File: src/rtl/jtdsp16_pseq_pkg.sv
// Shared encodings for the jtdsp16 program sequencer.
package jtdsp16_pseq_pkg;

    // Source of the next program address
    typedef enum logic [1:0] {
        SEL_SEQ      = 2'd0,
        SEL_JMP      = 2'd1,
        SEL_RET      = 2'd2,
        SEL_LOOPBACK = 2'd3
    } pc_sel_e;

    // Sticky error flag positions
    localparam int unsigned NERR     = 3;
    localparam int unsigned ERR_OVF  = 0;
    localparam int unsigned ERR_UNF  = 1;
    localparam int unsigned ERR_LOOP = 2;

endpackage

File: src/rtl/jtdsp16_lifo.sv
// Return-address stack: push/pop LIFO with occupancy count and full/empty flags.
module jtdsp16_lifo #(
    parameter int unsigned W     = 12,
    parameter int unsigned DEPTH = 4
) (
    input  logic                         clk,
    input  logic                         rst_n,
    input  logic                         i_push,
    input  logic                         i_pop,
    input  logic [W-1:0]                 i_data,
    output logic [W-1:0]                 o_top_c,
    output logic                         o_full_c,
    output logic                         o_empty_c,
    output logic [$clog2(DEPTH+1)-1:0]   o_cnt
);

    localparam int unsigned CNTW = $clog2(DEPTH + 1);
    localparam int unsigned IW   = (DEPTH > 1) ? $clog2(DEPTH) : 1;

    logic [W-1:0]    r_mem [DEPTH];
    logic [CNTW-1:0] r_cnt;
    logic [IW-1:0]   w_wr_idx;
    logic [IW-1:0]   w_rd_idx;

    // Write slot is the current count, top of stack sits one below it
    assign w_wr_idx  = IW'(r_cnt);
    assign w_rd_idx  = IW'(r_cnt - CNTW'(1));
    assign o_full_c  = (r_cnt == CNTW'(DEPTH));
    assign o_empty_c = (r_cnt == '0);
    assign o_top_c   = o_empty_c ? '0 : r_mem[w_rd_idx];
    assign o_cnt     = r_cnt;

    // Storage and occupancy; pushes on full and pops on empty are dropped
    always_ff @(posedge clk or negedge rst_n) begin
        if (!rst_n) begin
            r_cnt <= '0;
            r_mem <= '{default: '0};
        end else if (i_push && !o_full_c) begin
            r_mem[w_wr_idx] <= i_data;
            r_cnt           <= r_cnt + CNTW'(1);
        end else if (i_pop && !o_empty_c) begin
            r_cnt <= r_cnt - CNTW'(1);
        end
    end

endmodule

File: src/rtl/jtdsp16_pseq.sv
// Program sequencer: next ROM address with return stack, hardware do-loop and sticky errors.
module jtdsp16_pseq
    import jtdsp16_pseq_pkg::*;
#(
    parameter int unsigned AW     = 12,
    parameter int unsigned SDEPTH = 4,
    parameter int unsigned NIW    = 4,
    parameter int unsigned CW     = 7
) (
    input  logic                          clk,
    input  logic                          rst_n,
    input  logic                          i_cen,
    input  logic                          i_goto_en,
    input  logic                          i_call_en,
    input  logic                          i_ret_en,
    input  logic                          i_con_result,
    input  logic [AW-1:0]                 i_tgt,
    input  logic                          i_do_en,
    input  logic [NIW-1:0]                i_do_ni,
    input  logic [CW-1:0]                 i_do_k,
    input  logic                          i_clr_err,
    output logic [AW-1:0]                 o_pc,
    output logic [$clog2(SDEPTH+1)-1:0]   o_sp,
    output logic                          o_in_loop,
    output logic [CW-1:0]                 o_loop_cnt,
    output logic                          o_stack_ovf,
    output logic                          o_stack_unf,
    output logic                          o_loop_err
);

    logic [AW-1:0]   r_pc;
    logic [AW-1:0]   r_loop_start;
    logic [AW-1:0]   r_loop_end;
    logic [CW-1:0]   r_loop_cnt;
    logic            r_in_loop;
    logic [NERR-1:0] r_err;

    logic [AW-1:0]   w_pc_inc;
    logic [AW-1:0]   w_pc_nxt;
    logic [AW-1:0]   w_stack_top;
    logic            w_full;
    logic            w_empty;
    logic            w_push;
    logic            w_pop;
    logic            w_do_start;
    logic            w_goto_tk;
    logic            w_call_tk;
    logic            w_ret_tk;
    logic            w_loop_hit;
    logic            w_loopback;
    logic [NERR-1:0] w_err_new;
    pc_sel_e         w_sel;

    assign w_pc_inc   = r_pc + AW'(1);
    assign w_goto_tk  = i_goto_en & i_con_result;
    assign w_call_tk  = i_call_en & i_con_result;
    assign w_ret_tk   = i_ret_en  & i_con_result;
    assign w_loop_hit = r_in_loop & (r_pc == r_loop_end);
    assign w_loopback = w_loop_hit & (r_loop_cnt > CW'(1));

    jtdsp16_lifo #(
        .W     (AW),
        .DEPTH (SDEPTH)
    ) u_stack (
        .clk       (clk),
        .rst_n     (rst_n),
        .i_push    (i_cen & w_push),
        .i_pop     (i_cen & w_pop),
        .i_data    (w_pc_inc),
        .o_top_c   (w_stack_top),
        .o_full_c  (w_full),
        .o_empty_c (w_empty),
        .o_cnt     (o_sp)
    );

    // Request arbitration: an active loop locks out all flow changes
    always_comb begin
        w_sel      = SEL_SEQ;
        w_push     = 1'b0;
        w_pop      = 1'b0;
        w_do_start = 1'b0;
        w_err_new  = '0;
        if (r_in_loop) begin
            if (i_do_en || w_call_tk || w_goto_tk || w_ret_tk) w_err_new[ERR_LOOP] = 1'b1;
            if (w_loopback) w_sel = SEL_LOOPBACK;
        end else if (i_do_en) begin
            if (i_do_ni == '0 || i_do_k == '0) w_err_new[ERR_LOOP] = 1'b1;
            else                               w_do_start = 1'b1;
        end else if (w_call_tk) begin
            w_sel = SEL_JMP;
            if (w_full) w_err_new[ERR_OVF] = 1'b1;
            else        w_push = 1'b1;
        end else if (w_goto_tk) begin
            w_sel = SEL_JMP;
        end else if (w_ret_tk) begin
            if (w_empty) begin
                w_err_new[ERR_UNF] = 1'b1;
            end else begin
                w_sel = SEL_RET;
                w_pop = 1'b1;
            end
        end
    end

    // Next-address mux
    always_comb begin
        w_pc_nxt = w_pc_inc;
        case (w_sel)
            SEL_JMP:      w_pc_nxt = i_tgt;
            SEL_RET:      w_pc_nxt = w_stack_top;
            SEL_LOOPBACK: w_pc_nxt = r_loop_start;
            default:      w_pc_nxt = w_pc_inc;
        endcase
    end

    // PC, loop registers and sticky flags; everything holds while cen is low
    always_ff @(posedge clk or negedge rst_n) begin
        if (!rst_n) begin
            r_pc         <= '0;
            r_loop_start <= '0;
            r_loop_end   <= '0;
            r_loop_cnt   <= '0;
            r_in_loop    <= 1'b0;
            r_err        <= '0;
        end else if (i_cen) begin
            r_pc  <= w_pc_nxt;
            r_err <= (r_err & ~{NERR{i_clr_err}}) | w_err_new;
            if (w_do_start) begin
                r_loop_start <= w_pc_inc;
                r_loop_end   <= r_pc + AW'(i_do_ni);
                r_loop_cnt   <= i_do_k;
                r_in_loop    <= 1'b1;
            end else if (w_loopback) begin
                r_loop_cnt <= r_loop_cnt - CW'(1);
            end else if (w_loop_hit) begin
                r_loop_cnt <= '0;
                r_in_loop  <= 1'b0;
            end
        end
    end

    assign o_pc        = r_pc;
    assign o_in_loop   = r_in_loop;
    assign o_loop_cnt  = r_loop_cnt;
    assign o_stack_ovf = r_err[ERR_OVF];
    assign o_stack_unf = r_err[ERR_UNF];
    assign o_loop_err  = r_err[ERR_LOOP];

endmodule

File: config.mk
export PLATFORM = sky130hd
export DESIGN_NAME = jtdsp16_pseq
export DESIGN_NICKNAME = d
export VERILOG_FILES = /design/src/rtl/jtdsp16_pseq_pkg.sv /design/src/rtl/jtdsp16_lifo.sv /design/src/rtl/jtdsp16_pseq.sv
export SDC_FILE = /design/constraint.sdc
export NUM_CORES = 1
export LEC_CHECK = 0
export ABC_AREA = 1
export CAP_MARGIN = 20
export CORE_MARGIN = 8
export CORE_UTILIZATION = 40
export CTS_BUF_LIST = sky130_fd_sc_hd__clkbuf_16
export DETAILED_ROUTE_END_ITERATION = 10
export PLACE_DENSITY_LB_ADDON = 0.3
export SYNTH_ARGS = -nofsm -noshare
export SYNTH_HDL_FRONTEND = slang
export SYNTH_SLANG_ARGS = --single-unit
File: constraint.sdc
create_clock -name clk -period 2.3 [get_ports clk]
set_input_delay 0.23 -clock clk [delete_from_list [all_inputs] [get_ports clk]]
set_output_delay 0.23 -clock clk [all_outputs]
set_load 0.01 [all_outputs]
* Word-level counts from Yosys, hierarchy flattened
Index checks and enable logic that the tools add are counted.
Widths: inputs -> output; s select.
** Storage, ports and cells
- Output and inout bits :: 26
- Input bits :: 32
- Register bits :: 98
- Word-level logic and storage cells :: 104
** Cells by class
- Reduce and logical (&&, ||, !) cells :: 18
- Magnitude comparators :: 4
- Add/sub/neg operators :: 5
- Muxes and demuxes :: 48
- Equality and inequality tests :: 6
- Bitwise logic cells :: 12
** Operators with widths (number)
- $bwmux 48 :: 1
- $mux 12 :: 4
- $pmux 12 s3 :: 1
- $mux 1 :: 26
- $bmux 12 s2 :: 1
- $demux 12 s2 :: 1
- $mux 7 :: 3
- $mux 2 :: 9
- $add 12x1->12 const B :: 1
- $add 12x4->12 :: 1
- $eq 12x12->1 :: 1
- $and 1x1->1 :: 7
- $gt 7x1->1 const B :: 1
- $logic_not 7->1 :: 1
- $sub 7x1->7 const B :: 1
- $ge 3x3->1 const B :: 2
- $mux 3 :: 2
- $not 2->3 :: 2
- $eq 2x2->1 const B :: 2
- $logic_not 4->1 :: 1
- $logic_or 1x1->1 :: 4
- $reduce_and 2->1 :: 2
- $reduce_bool 2->1 :: 2
- $add 3x1->3 const B :: 1
- 13 further kinds :: 16

* Depth between registers and ports, before layout
- Word-level depth :: 11
- Gate-level depth with buffers :: 15
- Mapped depth without buffers :: 13

* Cells and area by module
A second synthesis with hierarchy kept.
** Second synthesis, totals
- Cell total of the unflattened synthesis :: 819
- Area, all modules :: 6079.6 µm²
** Modules (own cells, without submodules)
- jtdsp16_pseq :: cells each 487, area an instance 3285.7 µm², times used 1, seq. area each 1176.1 µm²
- jtdsp16_lifo :: cells each 332, area an instance 2793.9 µm², times used 1, seq. area each 1276.2 µm²

* Least setup slack after synthesis
Ideal clock, no wire load.
- Kind :: flip-flop to flip-flop
- From :: reg u_stack.r_cnt[0] (netlist: u_stack.o_cnt[0])
- To :: reg r_pc[8] (netlist: o_pc[8])
- Path buffers :: 3
- Clock period less this slack :: 2.327 ns
- Cell stages (with the launch flop) :: 14
- Slack :: -0.027 ns
- Data required time :: 2.183 ns
- Arrival time :: 2.210 ns
- Setup time :: 0.117 ns
- Cells stage by stage :: dfrtp_1 > clkbuf_1 > inv_2 > clkbuf_1 > ha_1 > inv_1 > clkbuf_1 > nand3_1 > nand2_1 > nor2_1 > nor2_1 > nand4_1 > nand3_1 > nand2_1
** On the way
- Elaborated cells between the ends (all ways) :: 17
- Classes of those cells :: add/sub (1); eq/ne (3); mux (11); bitwise (1); reduce/logical (1)
** RTL lines
- start, declared :: RTL line jtdsp16_lifo.sv:21 : logic [CNTW-1:0] r_cnt;
- start signal, assigned :: RTL line jtdsp16_lifo.sv:40 : r_cnt <= r_cnt + CNTW'(1);
- start signal, assigned :: RTL line jtdsp16_lifo.sv:42 : r_cnt <= r_cnt - CNTW'(1);
- $sub 3x1->3
- via u_stack.w_rd_idx[0] :: RTL line jtdsp16_lifo.sv:23 : logic [IW-1:0] w_rd_idx;
- $not 2->3 (implied by the code) :: RTL line jtdsp16_lifo.sv:30 : assign o_top_c = o_empty_c ? '0 : r_mem[w_rd_idx];
- $bmux 12 s2 :: RTL line jtdsp16_lifo.sv:30
- $mux 12 (implied by the code) (2 in series) :: RTL line jtdsp16_lifo.sv:30
- $mux 12 :: RTL line jtdsp16_lifo.sv:30
- $pmux 12 s3 :: RTL line jtdsp16_pseq.sv:108 : case (w_sel)
- end signal, assigned :: RTL line jtdsp16_pseq.sv:126 : r_pc <= w_pc_nxt;
- end, declared :: RTL line jtdsp16_pseq.sv:31 : logic [AW-1:0] r_pc;
The timed path passes the listed nets, and every way through them passes these cells. The select of a mux whose other input is x is not followed.
A chain may end at the register's enable or synchronous reset.

* Final worst setup path
- From :: reg r_pc[0] (netlist: o_pc[0])
- To :: reg r_loop_end[8]
** On the way
- Longest elaborated chain between the ends :: 1
** Ends and longest elaborated chain
- $add 12x4->12 :: RTL line jtdsp16_pseq.sv:130 : r_loop_end <= r_pc + AW'(i_do_ni);
- end signal, assigned :: RTL line jtdsp16_pseq.sv:130
- end, declared :: RTL line jtdsp16_pseq.sv:33 : logic [AW-1:0] r_loop_end;
Every way passes these cells.

==> flow_summary.html <==
<table>
<tr><th>Metric</th><th>Value</th></tr>
<tr><th colspan="2">Place</th></tr>
<tr><td>Half-perimeter wire length after placement</td><td>9970 µm</td></tr>
<tr><td>Routability congestion estimate from global placement</td><td>0.846</td></tr>
<tr><td>Area post-placement</td><td>0.00634 mm²</td></tr>
<tr><td>Quantity of I/O buffers inserted on ports</td><td>57</td></tr>
<tr><th colspan="2">Drt</th></tr>
<tr><td>Post-DR wirelength/cell</td><td>13.8 µm</td></tr>
<tr><td>Total number of vias</td><td>4782</td></tr>
<tr><td>First-pass DRT Iterations</td><td>5</td></tr>
<tr><td>Count of routing violations after the opening detailed-route iteration</td><td>258</td></tr>
<tr><td>Detailed Route WL</td><td>13700 µm</td></tr>
<tr><td>Vias per std cell</td><td>4.83</td></tr>
<tr><td>DRT antenna net count</td><td>0</td></tr>
<tr><td>Detailed-route DRC error count</td><td>0</td></tr>
<tr><th colspan="2">Run status</th></tr>
<tr><td>Run status</td><td>completed</td></tr>
<tr><th colspan="2">STA</th></tr>
<tr><td>Shortest clock period the worst path allows after layout</td><td>2060 ps</td></tr>
<tr><td>Number of endpoints failing setup at the final stage</td><td>0</td></tr>
<tr><td>RSZ-0062 raised after global routing</td><td>false</td></tr>
<tr><td>Worst hold slack</td><td>423 ps</td></tr>
<tr><td>Setup clock skew after layout</td><td>11.0 ps</td></tr>
<tr><td>Normalized max-slew margin</td><td>63.9%</td></tr>
<tr><td>Count of final max-slew check failures</td><td>0</td></tr>
<tr><td>Tcrit/Tclk final</td><td>89.7%</td></tr>
<tr><td>Upper clock frequency limit</td><td>0.485 GHz</td></tr>
<tr><td>Count of final hold-check violations</td><td>0</td></tr>
<tr><td>Worst slew pin tran</td><td>542 ps</td></tr>
<tr><th colspan="2">Critical path</th></tr>
<tr><td>Cells along the critical path</td><td>ha_1 &gt; inv_1 &gt; fa_1 &gt; o211ai_1 &gt; nand3_1 &gt; nor2_1 &gt; nand2_1 &gt; xor2_1 &gt; o21ai_0</td></tr>
<tr><td>Critical path startpoint</td><td>o_pc[0]$_DFFE_PN0P_</td></tr>
<tr><td>Endpoint arrival time on the critical path</td><td>2340 ps</td></tr>
<tr><td>Critical Path End Type</td><td>flop</td></tr>
<tr><td>Worst-case register-to-register setup slack</td><td>240 ps</td></tr>
<tr><td>Critical-path top delay cell</td><td>sky130_fd_sc_hd__dfrtp_2</td></tr>
<tr><td>Critical Path Fanout Max</td><td>8</td></tr>
<tr><td>Req. time, crit path</td><td>2580 ps</td></tr>
<tr><td>Launching element type of the critical path</td><td>flop</td></tr>
<tr><td>Reg2reg start</td><td>o_pc[0]$_DFFE_PN0P_</td></tr>
<tr><td>Crit Path Class</td><td>reg -&gt; reg</td></tr>
<tr><td>Largest stage delay on the critical path</td><td>440 ps</td></tr>
<tr><th colspan="2">Power and ir drop</th></tr>
<tr><td>Combinational Power Share</td><td>45.0%</td></tr>
<tr><td>Internal cell power</td><td>0.00442 W</td></tr>
<tr><td>Register share of total power</td><td>35.8%</td></tr>
<tr><td>Clk network pwr share</td><td>19.3%</td></tr>
<tr><td>Switching part of the total</td><td>41.4%</td></tr>
<tr><td>Leak Pwr</td><td>3.13 nW</td></tr>
<tr><td>Max VDD drop</td><td>0.000634 V</td></tr>
<tr><td>Switching power total</td><td>0.00313 W</td></tr>
<tr><td>Cell Pwr Density</td><td>1140 mW/mm²</td></tr>
<tr><th colspan="2">Global routing</th></tr>
<tr><td>Antenna violations before repair</td><td>0</td></tr>
<tr><td>All-Layer GR Usage</td><td>16.0%</td></tr>
<tr><td>Vias in the first global route</td><td>4686</td></tr>
<tr><td>Wire length of the first global-routing pass</td><td>23100 µm</td></tr>
<tr><td>Grt total ovfl</td><td>0</td></tr>
<tr><td>Largest net degree at the start of global routing</td><td>43</td></tr>
<tr><th colspan="2">Clock tree</th></tr>
<tr><td>TritonCTS clock tree</td><td>done</td></tr>
<tr><td>Post-CTS Setup Repair Bufs</td><td>0</td></tr>
<tr><td>Worst-Skew Late Latency</td><td>350 ps</td></tr>
<tr><td>Clk Tree Root Cell</td><td>sky130_fd_sc_hd__clkbuf_16</td></tr>
<tr><td>H-tree levels</td><td>3</td></tr>
<tr><td>Buffers from clock root to sink, at most</td><td>2</td></tr>
<tr><td>CTS sink cnt</td><td>98</td></tr>
<tr><td>CTS clk-pin slew, worst paths</td><td>80 ps</td></tr>
<tr><td>Number of buffers created by CTS</td><td>9</td></tr>
<tr><th colspan="2">Synthesis</th></tr>
<tr><td>Flops &amp; latches, synth</td><td>98</td></tr>
<tr><td>Synth Instances</td><td>743</td></tr>
<tr><td>Yosys Warn Count</td><td>0</td></tr>
<tr><td>Total standard cell area after synthesis</td><td>0.00546 mm²</td></tr>
<tr><td>Proportion of synthesized chip area in sequential cells</td><td>44.9%</td></tr>
<tr><td>Synthesized netlist net count</td><td>788</td></tr>
<tr><td>Number of different library cells in the post-synthesis netlist</td><td>33</td></tr>
<tr><td>Syn Area/Cell</td><td>7.34 µm²</td></tr>
<tr><th colspan="2">Floorplan</th></tr>
<tr><td>Initial core utilization</td><td>41.0%</td></tr>
<tr><td>I/O pin cnt</td><td>58</td></tr>
<tr><td>Die Wd</td><td>133 µm</td></tr>
<tr><td>Die Area</td><td>0.0176 mm²</td></tr>
<tr><td>Core area</td><td>0.0133 mm²</td></tr>
<tr><td>Site Rows</td><td>42</td></tr>
<tr><td>Y dimension of the die</td><td>133 µm</td></tr>
<tr><th colspan="2">Finish</th></tr>
<tr><td>Final instance area</td><td>0.00663 mm²</td></tr>
<tr><td>Count of antenna diodes in the layout</td><td>0</td></tr>
<tr><td>Utilization after layout</td><td>49.8%</td></tr>
<tr><td>Share of layout cells above drive strength 1</td><td>7.61%</td></tr>
<tr><td>Final Net Count</td><td>855</td></tr>
<tr><td>Area growth from synthesis to layout</td><td>21.4%</td></tr>
<tr><th colspan="2">Min path</th></tr>
<tr><td>Class of the worst hold path</td><td>in -&gt; async</td></tr>
<tr><th colspan="2">Job</th></tr>
<tr><td>Maxcap violations</td><td>0</td></tr>
</table>
[registers in the layout, summed over array words and instances (netlist names)]
signal and count:
r_err 3, o_in_loop 1, r_loop_end 12, r_loop_start 12, u_stack.r_mem 48, o_loop_cnt 7
u_stack.o_cnt 3, o_pc 12
[metal layers]
metal / up-vias / track usage [%] / share of wire [%]
met3: 15 / 1.93 / 2.6
met4: 0 / 6.18 / 1.8
met5: - / 0 / 0
met1: 2204 / 21.0 / 49
met2: 69 / 26.2 / 47
li1: 2494 / - / -
[cells in the mapped netlist]
cell,number,share of area [%]
sky130_fd_sc_hd__or2_2,1,0.11
sky130_fd_sc_hd__buf_6,2,0.41
sky130_fd_sc_hd__clkinv_1,1,0.069
sky130_fd_sc_hd__nor2_1,63,4.3
sky130_fd_sc_hd__nand3_1,26,2.4
sky130_fd_sc_hd__o21bai_1,1,0.14
sky130_fd_sc_hd__dfrtp_1,98,45
sky130_fd_sc_hd__nand3b_1,1,0.14
sky130_fd_sc_hd__xnor2_1,4,0.64
sky130_fd_sc_hd__nor2_2,1,0.11
sky130_fd_sc_hd__nor3_1,6,0.55
sky130_fd_sc_hd__a32o_1,7,1.3
sky130_fd_sc_hd__o22ai_1,5,0.57
sky130_fd_sc_hd__nand2_1,238,16
sky130_fd_sc_hd__a21oi_1,43,3.9
sky130_fd_sc_hd__o211ai_1,2,0.28
sky130_fd_sc_hd__clkbuf_1,18,1.2
sky130_fd_sc_hd__buf_1,1,0.069
sky130_fd_sc_hd__nand2_2,2,0.23
sky130_fd_sc_hd__fa_1,1,0.37
sky130_fd_sc_hd__nor4_1,1,0.11
sky130_fd_sc_hd__inv_1,77,5.3
sky130_fd_sc_hd__xor2_1,18,2.9
sky130_fd_sc_hd__o21ai_1,10,0.92
sky130_fd_sc_hd__buf_2,7,0.64
sky130_fd_sc_hd__o41ai_1,1,0.16
sky130_fd_sc_hd__or2_0,1,0.11
sky130_fd_sc_hd__ha_1,12,2.8
sky130_fd_sc_hd__nand4_1,6,0.69
sky130_fd_sc_hd__o21ai_0,75,6.9
sky130_fd_sc_hd__nand3_4,1,0.32
sky130_fd_sc_hd__inv_2,12,0.83
sky130_fd_sc_hd__nor2_4,1,0.21
[kinds of logic after synthesis]
kind of cell / after synthesis / share of synthesized area (%)
buffers and inverters: 118 / 8.55
flip-flops: 98 / 44.9
AND/OR/NAND/NOR: 348 / 25.7
XOR/XNOR: 22 / 3.53
AO/OA/AOI/OAI: 144 / 14.2
adder cells (fa/ha/maj): 13 / 3.12
[timing repair]
item                                    CTS  global route
resized for setup                         0             1
hold endpoints to repair                 39             0
hold buffers                              1             0
endpoints found under the setup margin    0             1
[cell type report]
type / count / area, µm²
clock buffer: 9 / 225
clock inverter: 7 / 53.8
fill: 1299 / 6670
inverter: 90 / 338
multi-input combinational: 527 / 2540
sequential: 98 / 2450
tap: 176 / 220
timing repair buffer: 84 / 798
[final timing paths]
path	end	cells past startpoint
max reg2reg	r_loop_end[8]$_DFFE_PN0P_	9
min reg2reg	r_err[2]$_DFFE_PN0P_	2
max in group asynchronous	o_pc[8]$_DFFE_PN0P_	3
min	u_stack.r_mem[27]$_DFFE_PN0P_	2
max	r_loop_end[8]$_DFFE_PN0P_	9
min in group clk	r_err[2]$_DFFE_PN0P_	2
[critical path: cells and delay by family (launching register included)]
family	cells	cell delay (ps)
simple gates	3	370
flops	1	440
fa+ha+maj	2	590
xor+xnor	1	140
buf+inv	1	50
compound gates	2	400
[stage by stage]
| stage | power [W] | instances | worst slack (ps) | TNS, ps |
|---|---|---|---|---|
| 4_1_cts | 0.00759 | 991 | 178 | 0 |
| 3_5_place_dp | 0.00610 | 974 | -35.5 | -35.5 |
| 2_1_floorplan | 0.00484 | 743 | 19.8 | 0 |
| 5_1_grt | 0.00816 | 991 | 27.3 | 0 |
| 3_3_place_gp | 0.00608 | 974 | 7.47 | 0 |
| 6_report | 0.00754 | 991 | 237 | 0 |
[layout by cell type, fill, tap and decap left out]
master / Yosys / routed
sky130_fd_sc_hd__nand2_1: 238 / 238
sky130_fd_sc_hd__dfrtp_1: 98 / 97
sky130_fd_sc_hd__inv_1: 77 / 77
sky130_fd_sc_hd__o21ai_0: 75 / 75
sky130_fd_sc_hd__nor2_1: 63 / 63
sky130_fd_sc_hd__clkdlybuf4s50_1: 0 / 56
sky130_fd_sc_hd__a21oi_1: 43 / 43
sky130_fd_sc_hd__nand3_1: 26 / 26
sky130_fd_sc_hd__buf_4: 0 / 25
sky130_fd_sc_hd__xor2_1: 18 / 18
sky130_fd_sc_hd__inv_2: 12 / 12
sky130_fd_sc_hd__ha_1: 12 / 12
sky130_fd_sc_hd__o21ai_1: 10 / 10
sky130_fd_sc_hd__clkbuf_16: 0 / 9
sky130_fd_sc_hd__a32o_1: 7 / 7
sky130_fd_sc_hd__nand4_1: 6 / 6
sky130_fd_sc_hd__nor3_1: 6 / 6
sky130_fd_sc_hd__o22ai_1: 5 / 5
sky130_fd_sc_hd__xnor2_1: 4 / 4
sky130_fd_sc_hd__clkinvlp_4: 0 / 3
sky130_fd_sc_hd__nand2_2: 2 / 2
sky130_fd_sc_hd__o211ai_1: 2 / 2
sky130_fd_sc_hd__inv_6: 0 / 2
sky130_fd_sc_hd__buf_12: 0 / 2
sky130_fd_sc_hd__nor4_1: 1 / 1
sky130_fd_sc_hd__nor2_4: 1 / 1
sky130_fd_sc_hd__or2_0: 1 / 1
sky130_fd_sc_hd__o21bai_1: 1 / 1
sky130_fd_sc_hd__nand3b_1: 1 / 1
sky130_fd_sc_hd__nor2_2: 1 / 1
sky130_fd_sc_hd__nand3_4: 1 / 1
sky130_fd_sc_hd__clkinv_1: 1 / 1
sky130_fd_sc_hd__o41ai_1: 1 / 1
sky130_fd_sc_hd__or2_2: 1 / 1
sky130_fd_sc_hd__fa_1: 1 / 1
sky130_fd_sc_hd__clkinv_2: 0 / 1
sky130_fd_sc_hd__clkinv_4: 0 / 1
sky130_fd_sc_hd__dlygate4sd3_1: 0 / 1
sky130_fd_sc_hd__dfrtp_2: 0 / 1
[power groups by stage]
stage	clock network [W]	logic, W	registers (W)
2_1_floorplan	0	0.00217	0.00267
3_3_place_gp	0	0.00337	0.00271
3_5_place_dp	0	0.00339	0.00271
4_1_cts	0.00148	0.00342	0.00269
5_1_grt	0.00155	0.00384	0.00277
6_report	0.00145	0.00339	0.00270
(Power assumes the default switching activity.)
